File: src/rtl/regfile_pkg.sv
// Shared constants for the register-file write arbiter: datapath sizes and
// requester indices used to address the per-requester slot arrays.
package regfile_pkg;
  localparam int DATA_W  = 32;
  localparam int ADDR_W  = 5;
  localparam int NREG    = 32;
  localparam int NREQ    = 2;
  localparam int REQ_ALU = 0;
  localparam int REQ_MEM = 1;
endpackage

File: src/rtl/reg_decoder.sv
// Combinational ADDR_W-to-NREG one-hot decoder with enable; all-zero when
// disabled. Used for both the write select and the read-side pending check.
module reg_decoder #(
  parameter int ADDR_W = 5,
  parameter int NREG   = 32
) (
  input  logic              en,
  input  logic [ADDR_W-1:0] addr,
  output logic [NREG-1:0]   onehot
);
  genvar gi;
  generate
    for (gi = 0; gi < NREG; gi++) begin : g_dec
      assign onehot[gi] = en && (addr == ADDR_W'(gi));
    end
  endgenerate
endmodule

File: src/rtl/regfile_write_arbiter.sv
// Arbitrates the single register-file write port between the ALU and memory
// writeback stages: one holding slot each, oldest-first grant, rr tie-break.
module regfile_write_arbiter #(
  parameter int DATA_W = regfile_pkg::DATA_W,
  parameter int ADDR_W = regfile_pkg::ADDR_W,
  parameter int NREG   = regfile_pkg::NREG
) (
  input  logic              clk,
  input  logic              reset,
  input  logic              alu_valid,
  output logic              alu_ready,
  input  logic [ADDR_W-1:0] alu_addr,
  input  logic [DATA_W-1:0] alu_data,
  input  logic              mem_valid,
  output logic              mem_ready,
  input  logic [ADDR_W-1:0] mem_addr,
  input  logic [DATA_W-1:0] mem_data,
  output logic              regWrite,
  output logic [NREG-1:0]   decOut,
  output logic [DATA_W-1:0] wr_data,
  input  logic [ADDR_W-1:0] rd_addr,
  output logic              rd_pending
);
  import regfile_pkg::*;

  logic [NREQ-1:0]   req_valid, ready, accept, grant;
  logic [NREQ-1:0]   slot_full, slot_age, slot_hit;
  logic [ADDR_W-1:0] req_addr  [NREQ];
  logic [DATA_W-1:0] req_data  [NREQ];
  logic [ADDR_W-1:0] slot_addr [NREQ];
  logic [DATA_W-1:0] slot_data [NREQ];

  assign req_valid[REQ_ALU] = alu_valid;
  assign req_valid[REQ_MEM] = mem_valid;
  assign req_addr[REQ_ALU]  = alu_addr;
  assign req_addr[REQ_MEM]  = mem_addr;
  assign req_data[REQ_ALU]  = alu_data;
  assign req_data[REQ_MEM]  = mem_data;
  assign alu_ready          = ready[REQ_ALU];
  assign mem_ready          = ready[REQ_MEM];

  // age = 1 means this entry was accepted strictly before the other slot's.
  genvar gi;
  generate
    for (gi = 0; gi < NREQ; gi++) begin : g_slot
      localparam int OTHER = NREQ - 1 - gi;
      logic              full_q, full_d, age_q, age_d;
      logic [ADDR_W-1:0] addr_q, addr_d;
      logic [DATA_W-1:0] data_q, data_d;

      assign ready[gi]  = !full_q || grant[gi];
      assign accept[gi] = req_valid[gi] && ready[gi];

      always_comb begin
        full_d = full_q && !grant[gi];
        age_d  = age_q && full_d;
        addr_d = addr_q;
        data_d = data_q;
        if (accept[gi]) begin
          full_d = 1'b1;
          age_d  = 1'b0;
          addr_d = req_addr[gi];
          data_d = req_data[gi];
        end else if (accept[OTHER] && full_d) begin
          age_d  = 1'b1;
        end
      end

      always_ff @(posedge clk) begin
        if (reset) begin
          full_q <= 1'b0;
          age_q  <= 1'b0;
          addr_q <= '0;
          data_q <= '0;
        end else begin
          full_q <= full_d;
          age_q  <= age_d;
          addr_q <= addr_d;
          data_q <= data_d;
        end
      end

      assign slot_full[gi] = full_q;
      assign slot_age[gi]  = age_q;
      assign slot_addr[gi] = addr_q;
      assign slot_data[gi] = data_q;
      assign slot_hit[gi]  = full_q && (addr_q == rd_addr);
    end
  endgenerate

  logic rr_q, rr_d;

  always_comb begin
    grant = '0;
    rr_d  = rr_q;
    if (&slot_full) begin
      if (slot_age[REQ_ALU] != slot_age[REQ_MEM]) begin
        grant = slot_age;
      end else begin
        grant[rr_q] = 1'b1;
        rr_d        = !rr_q;
      end
    end else begin
      grant = slot_full;
    end
  end

  logic [ADDR_W-1:0] issue_addr;
  logic [DATA_W-1:0] issue_data;
  logic              issue_en;
  logic [NREG-1:0]   issue_onehot;

  assign issue_addr = grant[REQ_MEM] ? slot_addr[REQ_MEM] : slot_addr[REQ_ALU];
  assign issue_data = grant[REQ_MEM] ? slot_data[REQ_MEM] : slot_data[REQ_ALU];
  // Register $0 writes still drain the slot and load wr_data, but never strobe.
  assign issue_en   = (|grant) && (issue_addr != '0);

  reg_decoder #(.ADDR_W(ADDR_W), .NREG(NREG)) u_wr_dec (
    .en     (issue_en),
    .addr   (issue_addr),
    .onehot (issue_onehot)
  );

  logic              regwrite_q, regwrite_d;
  logic [NREG-1:0]   decout_q, decout_d;
  logic [DATA_W-1:0] wr_data_q, wr_data_d;

  always_comb begin
    regwrite_d = issue_en;
    decout_d   = issue_onehot;
    wr_data_d  = (|grant) ? issue_data : wr_data_q;
  end

  always_ff @(posedge clk) begin
    if (reset) begin
      rr_q       <= 1'(REQ_ALU);
      regwrite_q <= 1'b0;
      decout_q   <= '0;
      wr_data_q  <= '0;
    end else begin
      rr_q       <= rr_d;
      regwrite_q <= regwrite_d;
      decout_q   <= decout_d;
      wr_data_q  <= wr_data_d;
    end
  end

  assign regWrite = regwrite_q;
  assign decOut   = decout_q;
  assign wr_data  = wr_data_q;

  logic            rd_nonzero;
  logic [NREG-1:0] rd_onehot;

  assign rd_nonzero = (rd_addr != '0);

  reg_decoder #(.ADDR_W(ADDR_W), .NREG(NREG)) u_rd_dec (
    .en     (rd_nonzero),
    .addr   (rd_addr),
    .onehot (rd_onehot)
  );

  // decOut is non-zero only while regWrite is high, so it doubles as the issued address.
  assign rd_pending = rd_nonzero && ((|slot_hit) || (|(rd_onehot & decout_q)));
endmodule

File: config.mk
export PLATFORM = sky130hd
export DESIGN_NAME = regfile_write_arbiter
export DESIGN_NICKNAME = d
export VERILOG_FILES = /design/src/rtl/regfile_pkg.sv /design/src/rtl/reg_decoder.sv /design/src/rtl/regfile_write_arbiter.sv
export SDC_FILE = /design/constraint.sdc
export NUM_CORES = 1
export LEC_CHECK = 0
export ABC_AREA = 1
export CORE_ASPECT_RATIO = 0.9
export CORE_MARGIN = 2
export CORE_UTILIZATION = 26
export CTS_CLUSTER_SIZE = 28
export DETAILED_ROUTE_END_ITERATION = 7
export PLACE_DENSITY = 0.45
export SETUP_SLACK_MARGIN = 0.1
export SLEW_MARGIN = 20
export SYNTH_ARGS = -nofsm -noshare
export SYNTH_HDL_FRONTEND = slang
export SYNTH_SLANG_ARGS = --single-unit
File: constraint.sdc
create_clock -name clk -period 2.1 [get_ports clk]
set_clock_uncertainty 0.05 [all_clocks]
set_input_delay 0.21 -clock clk [delete_from_list [all_inputs] [get_ports clk]]
set_output_delay 0.21 -clock clk [all_outputs]
set_load 0.05 [all_outputs]
==> results.yml <==
critical_path:
  rr_startpoint: "g_slot[0].age_q"
  cpLargestDelayFamily: "buffers and inverters"
  r2r.worst_path.cells: 12
  path_cells: "clkdlybuf4s50_1"
  rrSetupSlack_ps: 220
  worstPathRequired_ps: 1840
  cp-startpoint: "decOut[6]"
  path_buf_inv: 1
  cpPeakStageDelay_ps: 830
  critPathLaunchType: "flop"
  arrival_ps: 1650
  reg2reg_to: "regWrite"
  worstSetupPathType: "flop to primary output"
  cp_slowest_cell: "clkdlybuf4s50_1"
  cp_max_fo: 2
  worstSetupEndpointType: "primary output"
sta:
  finalHoldViolations: 0
  fin_crit_sh: 0.908
  max_freq_mhz: 524
  period_needed_ps: 1910
  rsz0062_at_grt: "true"
  tightest_slew_ps: 982
  setup_violations: 0
  setup_tns_ps: 0
  relSlewSlack: 0.345
  slew_viol_final: 0
floorplanning:
  die_area_um2: 24800
  die_x_um: 166
  io_pins: 151
  core-area_um2: 23300
  start_util: 0.263
  row_count: 53
  die_h_um: 150
cts:
  htree_levels: 4
  clock-root-buffer: "clkbuf_16"
  cts_sinks: 144
  cts.clk_slew.worst_paths_ps: 70
  clock_latency_ps: 420
  cts_tree: "done"
  numCtsBuffers: 17
  cts_hold_buf: 0
  clock_path_buffers: 2
routing:
  avgViaCountPerCell: 4.68
  ant_nets: 0
  drc_errors: 0
  top_layer_used: "met4"
  routed-via-count: 6185
  met2_length_um: 9670
  m1WireLength_um: 10800
  routed_wl_um: 21800
  routed-wl-met3_um: 1090
  post_drt_wl_per_cell_um: 16.5
  drtIter0Drc: 320
  drt_pass1_iterations: 6
hold_path:
  hp-class: "primary input to flop"
  hold-path-endpoint: "g_slot[1].data_q[26]"
  hold_path.startpoint: "reset"
  min_path_cells: 2
yosys:
  synth_area_leader_cell: "dfxtp_1"
  postSynthCellCount: 852
  synth_area_leaders: "dfxtp_1 47%, nand3_1 17%, nand2_1 12%, a21oi_1 6.6%, nor2_1 3.6%"
  synth_mux_area_frac: 0
  synth-async-reset-ratio: 0
  synth_top_family_by_area: "simple AND/OR/NAND/NOR gates"
  synthSimpleGateAreaFrac: 0.353
  ys_seq_area_frac: 0.471
  synth_edf_count: 0
  synthFlopType: "dfxtp_1"
  yosysUniqueCellTypes: 28
  yosys.area.top_type_share: 0.471
  yosysWarnings: 0
  synth.cells.most_frequent: "208 x nand3_1, 195 x nand2_1, 144 x dfxtp_1, 81 x a21oi_1, 58 x nor2_1"
  syn-num-nets: 935
  synth_compound_area_frac: 0.0964
  synthAdderAreaFrac: 0
  netlist_area_um2: 6120
  synth_seq_cells: 144
  synth_xor_area_frac: 0.00143
  yosysMostFrequentCell: "nand3_1"
  syn_avg_cell_area_um2: 7.19
global_routing:
  grt_pass1_vias: 6076
  grt_max_degree: 52
  grt_antenna_before_repair: 0
  grt_pass1_wl_um: 33900
  grt.overflow.total: 0
  grt_usage: 0.174
placement:
  port_buffers: 150
  hpwlAfterDp_um: 14800
  place_congestion: 0.828
pwr:
  p_leak_nw: 3.66
  p_per_area_nw_per_um2: 800
  ir_drop_v: 0.000489
cells_and_area:
  antennaDiodeCount: 0
  syn_to_final_growth_pct: 42.7
  num-fill-cells: 2458
  post-route-util: 0.376
  final_nets: 1089
  drive_gt1_frac: 0.123
run_status:
  status: "complete, no violations"
run:
  drv_cap: 0
[cells by family after synthesis]
logic type             count (synthesis)
buffers and inverters                114
XOR/XNOR                               1
AND/OR/NAND/NOR                      483
other                                  1
AO/OA/AOI/OAI                        109
flip-flops                           144
[layout make-up]
type / instances / area, µm² / area share
sequential: 144 / 2890 / 0.330
multi-input combinational: 595 / 2830 / 0.324
timing repair buffer: 192 / 1870 / 0.214
clock buffer: 17 / 425 / 0.0487
tap: 302 / 378 / 0.0432
inverter: 56 / 210 / 0.0240
clock inverter: 15 / 148 / 0.0169
[layer usage]
metal	GRT usage	up-vias
li1	-	3111
met1	0.241	2880
met5	0	-
met4	0.0457	0
met2	0.272	175
met3	0.0415	19
[placed cells by master (no fill, tap or decap), types with 4 or more instances in the layout]
cell             count
a21oi_1             81
buf_12               4
buf_4               38
clkbuf_16           17
clkdlybuf4s50_1    141
dfxtp_1            142
inv_1               49
inv_2                6
inv_6                7
nand2_1            186
nand2_2             20
nand3_1            207
nor2_1              56
nor2_2               5
nor2_4               5
o21ai_0             16
[worst max path at each step]
stage / slack [ps] / cells after the start / endpoint
finish: 190 / 1 / decOut[6]
global route: 50 / 8 / rd_pending
CTS: 110 / 11 / rd_pending
detailed placement: 4 / 11 / rd_pending
global placement: 10 / 11 / rd_pending
floorplan: 280 / 9 / rd_pending
[through the flow]
step / instance area (µm²) / instances / worst slack [ps] / hold WS (ps) / total power, mW
floorplan: 6120 / 852 / 283 / 325 / 3.57
global placement: 8070 / 1285 / 11.2 / 399 / 4.04
detailed placement: 8070 / 1285 / 3.59 / 403 / 4.04
CTS: 8670 / 1317 / 109 / 97.3 / 7.06
global route: 8740 / 1321 / 45.4 / 107 / 7.30
finish: 8740 / 1321 / 193 / 110 / 6.99
[sequential cells by signal, summed over array words and instances, names as in the netlist]
name / count
wr_data: 32
g_slot.addr_q: 10
g_slot.age_q: 2
regWrite: 1
g_slot.full_q: 2
rr_q: 1
decOut: 32
g_slot.data_q: 64
[where the power goes]
part / internal [mW] / total, mW / switching (mW)
Clock: 1.67 / 2.99 / 1.32
Combinational: 0.420 / 1.07 / 0.649
Sequential: 2.86 / 2.93 / 0.0747
Total: 4.95 / 6.99 / 2.04
[timing repair]
action,CTS,global route
setup buffers,0,3
gates cloned,0,1
gates resized for setup,13,15
pin swaps,0,1
endpoints found under the setup margin,1,12
Note: power is estimated with default switching activity, not from simulation.
==> variant 1, RTL diff (same flow settings) <==
`DATA_W`: 32 -> 40.
--- a/src/rtl/regfile_pkg.sv
+++ b/src/rtl/regfile_pkg.sv
@@ -2,5 +2,5 @@
 // requester indices used to address the per-requester slot arrays.
 package regfile_pkg;
-  localparam int DATA_W  = 32;
+  localparam int DATA_W  = 40;
   localparam int ADDR_W  = 5;
   localparam int NREG    = 32;
Ports: changed (resized alu_data, mem_data and wr_data); port bits go from 151 to 175. No check against the original RTL was run, so the function may have changed too.
==> variant 1 against the unedited design <==
- worst hold slack better by 35 ps
- total power up 14%
- design area grew 16%
- wire length is 16% higher
- sequential cell count rose by 24
- area after synthesis grew 16%
- register-to-register slack better by 30 ps
- worst setup slack worse by 4.5 ps
- critical endpoint is now decOut[5]
- highest routed layer is now met5
==> variant 1: results (changes against the unedited design) <==
| Metric | Value |
|---|---|
| Vias | 7043 (+14%) |
| Wire length per cell | 16.7 µm (+1.4%) |
| Min Hold Slack | 144 ps (+34.7 ps) |
| DP Cell Count | 1474 (+15%) |
| Max FFs per register | 80 (+25%) |
| Nets | 1246 (+14%) |
| Routability Congestion | 0.855 (+3.3%) |
| Number of fill cells in the layout | 2833 (+15%) |
| Pre-antenna DRT Iters | 5 (-1) |
| Final clock-cell share | 6.08% (-0.48 points) |
| Distinct cell type count after synthesis | 26 (-7.1%) |
| Gr usage total | 17.6% (+0.19 points) |
| DP Wirelength | 17.2 mm (+16%) |
| Signal buffers share of area | 21.8% (+0.44 points) |
| R2R setup slack | 250 ps (+30 ps) |
| Worst-Skew Late Latency | 440 ps (+20 ps) |
| Multi-input gates | 687 (+15%) |
| Worst Tran Pin Value | 685 ps (-297 ps) |
| First DRT Iteration DRCs | 573 (+79%) |
| Leak | 0.00421 µW (+15%) |
| First-pass GRT wire length | 39.0 mm (+15%) |
| Register area | 3370 µm² (+17%) |
| Compound-Gate Fraction of Synth Area | 9.01% (-0.63 points) |
| Sequential area share after synthesis | 47.4% (+0.33 points) |
| Avg Inst Size Synth | 7.17 µm² (-0.20%) |
| Largest net degree at the start of global routing | 60 (+15%) |
| Xor-xnor portion of the synthesized cell area | 0.123% (-0.020 points) |
| Total wire length | 25.3 mm (+16%) |
| Clock Sinks | 168 (+17%) |
| VDD IR max | 0.466 mV (-4.8%) |
| Most frequent cells after synthesis | nand3_1 (257), nand2_1 (234), dfxtp_1 (168) |
| Worst Hold End | decOut[12] |
| Signal inverters | 60 (+7.1%) |
| Dominant cells by area after synthesis | dfxtp_1 (47%), nand3_1 (18%), nand2_1 (12%) |
| Outcome | finished clean |
| Initial antenna violation count | 3 (+3) |
| I/O Buffers | 174 (+16%) |
| P_sw | 2250 µW (+10%) |
| Fraction of area in multi-input gates | 32.2% (-0.18 points) |
| Seq pwr share | 42.9% (+1.0 points) |
| # clk buffers | 18 (+1) |
| Hold depth | 4 (+2) |
variant 1: worst max-delay path by stage:
stage | startpoint | to
detailed placement | rd_addr[1] | rd_pending
floorplan | rd_addr[4] | rd_pending
finish | decOut[5] | decOut[5]
global route | g_slot[0].age_q | decOut[4]
CTS | g_slot[0].age_q | mem_ready
global placement | rd_addr[1] | rd_pending
variant 1: worst register-to-register path, cell delays in order (launching register included):
cell     delay (ps)
dfxtp_1         330
inv_1            50
nand2_1          70
nand2_1          90
nand2_2         110
nand2_8         140
nand2_8         140
buf_8           160
nand2_1         120
o21ai_2         120
buf_4           190
nand3_1          80
nor2_1          130
variant 1: what timing repair did:
action	4_1_cts	5_1_grt
resized for setup	10	26
endpoints found under the setup margin	3	35
gates cloned	2	2
pin swaps	0	0
buffers inserted	0	4
variant 1: kinds of logic (layout without fill, tap and decap cells):
| kind of cell | count (synthesis) | after routing |
|---|---|---|
| flops | 168 | 168 |
| buf+inv | 134 | 305 |
| compound gates | 120 | 120 |
| xor+xnor | 1 | 1 |
| other cells | 1 | 2 |
| simple gates | 565 | 565 |
variant 1: metrics by stage:
step / util (%) / instance area [µm²] / setup TNS (ps) / setup slack, ps
2_1_floorplan: - / 7100 / 0 / 283
3_3_place_gp: 34.4 / 9250 / 0 / 19.7
3_5_place_dp: 34.4 / 9250 / -3.68 / -3.68
4_1_cts: 37.0 / 9950 / 0 / 57.5
5_1_grt: 37.6 / 10100 / 0 / 78.8
6_report: 37.6 / 10100 / 0 / 188
variant 1: metal layers:
metal,part of all wire [%],track usage (%),up-vias
met2,45,26.7,187
li1,-,-,3571
met4,0.84,3.99,2
met3,6.1,4.31,16
met5,0.051,0,-
met1,48,25.0,3267
==> variant 2, RTL diff (config.mk and constraints unchanged) <==
Without the edit above. `wr_data_q` no longer has a reset.
--- a/src/rtl/regfile_write_arbiter.sv
+++ b/src/rtl/regfile_write_arbiter.sv
@@ -137,11 +137,13 @@
       regwrite_q <= 1'b0;
       decout_q   <= '0;
-      wr_data_q  <= '0;
     end else begin
       rr_q       <= rr_d;
       regwrite_q <= regwrite_d;
       decout_q   <= decout_d;
-      wr_data_q  <= wr_data_d;
     end
+  end
+
+  always_ff @(posedge clk) begin
+    wr_data_q <= wr_data_d;
   end
 
Function: differs if reset is asserted again (counterexample within 4 cycles, from zero or initial values and one cycle with reset high); with reset held inactive, the same outputs for 4 cycles.
==> variant 2 against the unedited design <==
- sequential cell count unchanged
- sequential power up 7.8%
- design area down 6.2%
- worst setup slack worse by 16 ps
- count of clock-buffer cells in the layout unchanged
- total power up 5.0%
- area after synthesis down 6.8%
- wire length down 20%
- global-route usage down 2.2 points
- die area down 6.7%
- non-clock buffer count down 18
- critical endpoint is now decOut[16]
==> variant 2: results (changes against the unedited design) <==
| Metric | Value |
|---|---|
| Hold Startpoint | mem_data[7] |
| Gr usage total | 15.2% (-2.2 points) |
| Pre-antenna DRT Iters | 4 (-2) |
| R2R setup slack | 240 ps (+20 ps) |
| Post-synth EDFFs | 32 (+32) |
| Distinct cell type count after synthesis | 31 (+11%) |
| Synthesized instance count | 645 (-24%) |
| Worst Hold End | g_slot[1].data_q[7] |
| Worst Tran Pin Value | 550 ps (-433 ps) |
| Hold depth | 3 (+1) |
| First-pass GRT wire length | 27.2 mm (-20%) |
| Cell Count, Final, Fillers Out | 1108 (-16%) |
| VDD IR max | 0.515 mV (+5.3%) |
| P_sw | 2130 µW (+4.1%) |
| DP Worst Slack | -90.6 ps (-94.2 ps) |
| Layout cells sized above 1 | 15.5% (+3.3 points) |
| Outcome | finished clean |
| First DRT Iteration DRCs | 257 (-20%) |
| Routability Congestion | 0.882 (+6.5%) |
| Vias in the first global route | 5075 (-16%) |
| Most frequent cells after synthesis | nor2_1 (187), dfxtp_1 (112), o21ai_0 (78) |
| Leak | 0.00326 µW (-11%) |
| Mean number of vias per cell | 4.45 (-4.9%) |
| Number of fill cells in the layout | 2233 (-9.2%) |
| Wire length per cell | 15.7 µm (-5.1%) |
| Sequential area share after synthesis | 56.1% (+9.1 points) |
| DP Cell Count | 1074 (-16%) |
| Capturing point of the worst reg2reg path | decOut[11] |
| Fin crit period | 1920 ps (+16.2 ps) |
variant 2: cell count changes after synthesis, sizes merged, moves of 4 or more:
cell and change:
nand4 +15, buf -9, edfxtp +32, inv -24, clkbuf -15, o21ai +63
o211ai -4, a21oi -74, mux2 +32, nand3 -176, nor2 +133, nand2 -151
dfxtp -32
variant 2: per-layer routing:
layer | routed length [µm] | GRT usage, % | up-vias
met5 | 0 | 0 | -
met1 | 8000 | 19.7 | 2317
met2 | 8410 | 25.6 | 148
met4 | 191 | 4.50 | 0
li1 | - | - | 2446
met3 | 753 | 3.27 | 21
variant 2: stage by stage:
step	util (%)	hold slack (ps)	power [µW]	cell area [µm²]
6_report	38.0	357	7340	8200
5_1_grt	38.0	364	7640	8200
4_1_cts	38.0	342	7430	8200
3_5_place_dp	35.2	416	4470	7600
3_3_place_gp	35.2	408	4460	7600
2_1_floorplan	-	238	3950	5710
variant 2: cell families after synthesis:
group | share of synthesized area (%)
simple gates | 23.1
xor+xnor | 0.461
other cells | 0.0657
flops | 56.1
mux | 6.32
compound gates | 8.66
buf+inv | 5.28
variant 2: worst min-delay path, cell delays in order:
cell and delay, ps:
clkdlybuf4s50_1 390, o21ai_0 150, nor2_1 40
variant 2: worst max path at each step:
stage               cells past startpoint              from                    to
floorplan                              10  g_slot[1].full_q  g_slot[0].data_q[14]
global placement                       10        rd_addr[1]            rd_pending
detailed placement                      8        rd_addr[1]            rd_pending
CTS                                     1        decOut[16]            decOut[16]
global route                           12   g_slot[0].age_q            decOut[29]
finish                                  1        decOut[16]            decOut[16]
variant 2: power by group through the flow:
stage	Sequential, µW	Combinational (µW)	Clock, µW
final	3160	1250	2930
after global routing	3180	1350	3110
after CTS	3160	1260	3000
after detailed placement	3220	1250	0
after global placement	3210	1250	0
after floorplan	3490	459	0
variant 2: layout make-up:
| class | count | area [µm²] | area share (%) |
|---|---|---|---|
| Clock buffer | 17 | 425 | 5.19 |
| Clock inverter | 15 | 148 | 1.80 |
| Inverter | 31 | 118 | 1.43 |
| Multi-Input combinational cell | 436 | 2210 | 26.9 |
| Sequential cell | 144 | 3200 | 39.1 |
| Tap cell | 291 | 364 | 4.44 |
| Timing Repair Buffer | 174 | 1730 | 21.1 |
variant 2: what timing repair did:
action | in CTS | in global routing
resized for setup | 10 | 6
setup buffers | 2 | 0
hold endpoints to repair | 0 | 0
endpoints found under the setup margin | 1 | 10
pin swaps | 0 | 0
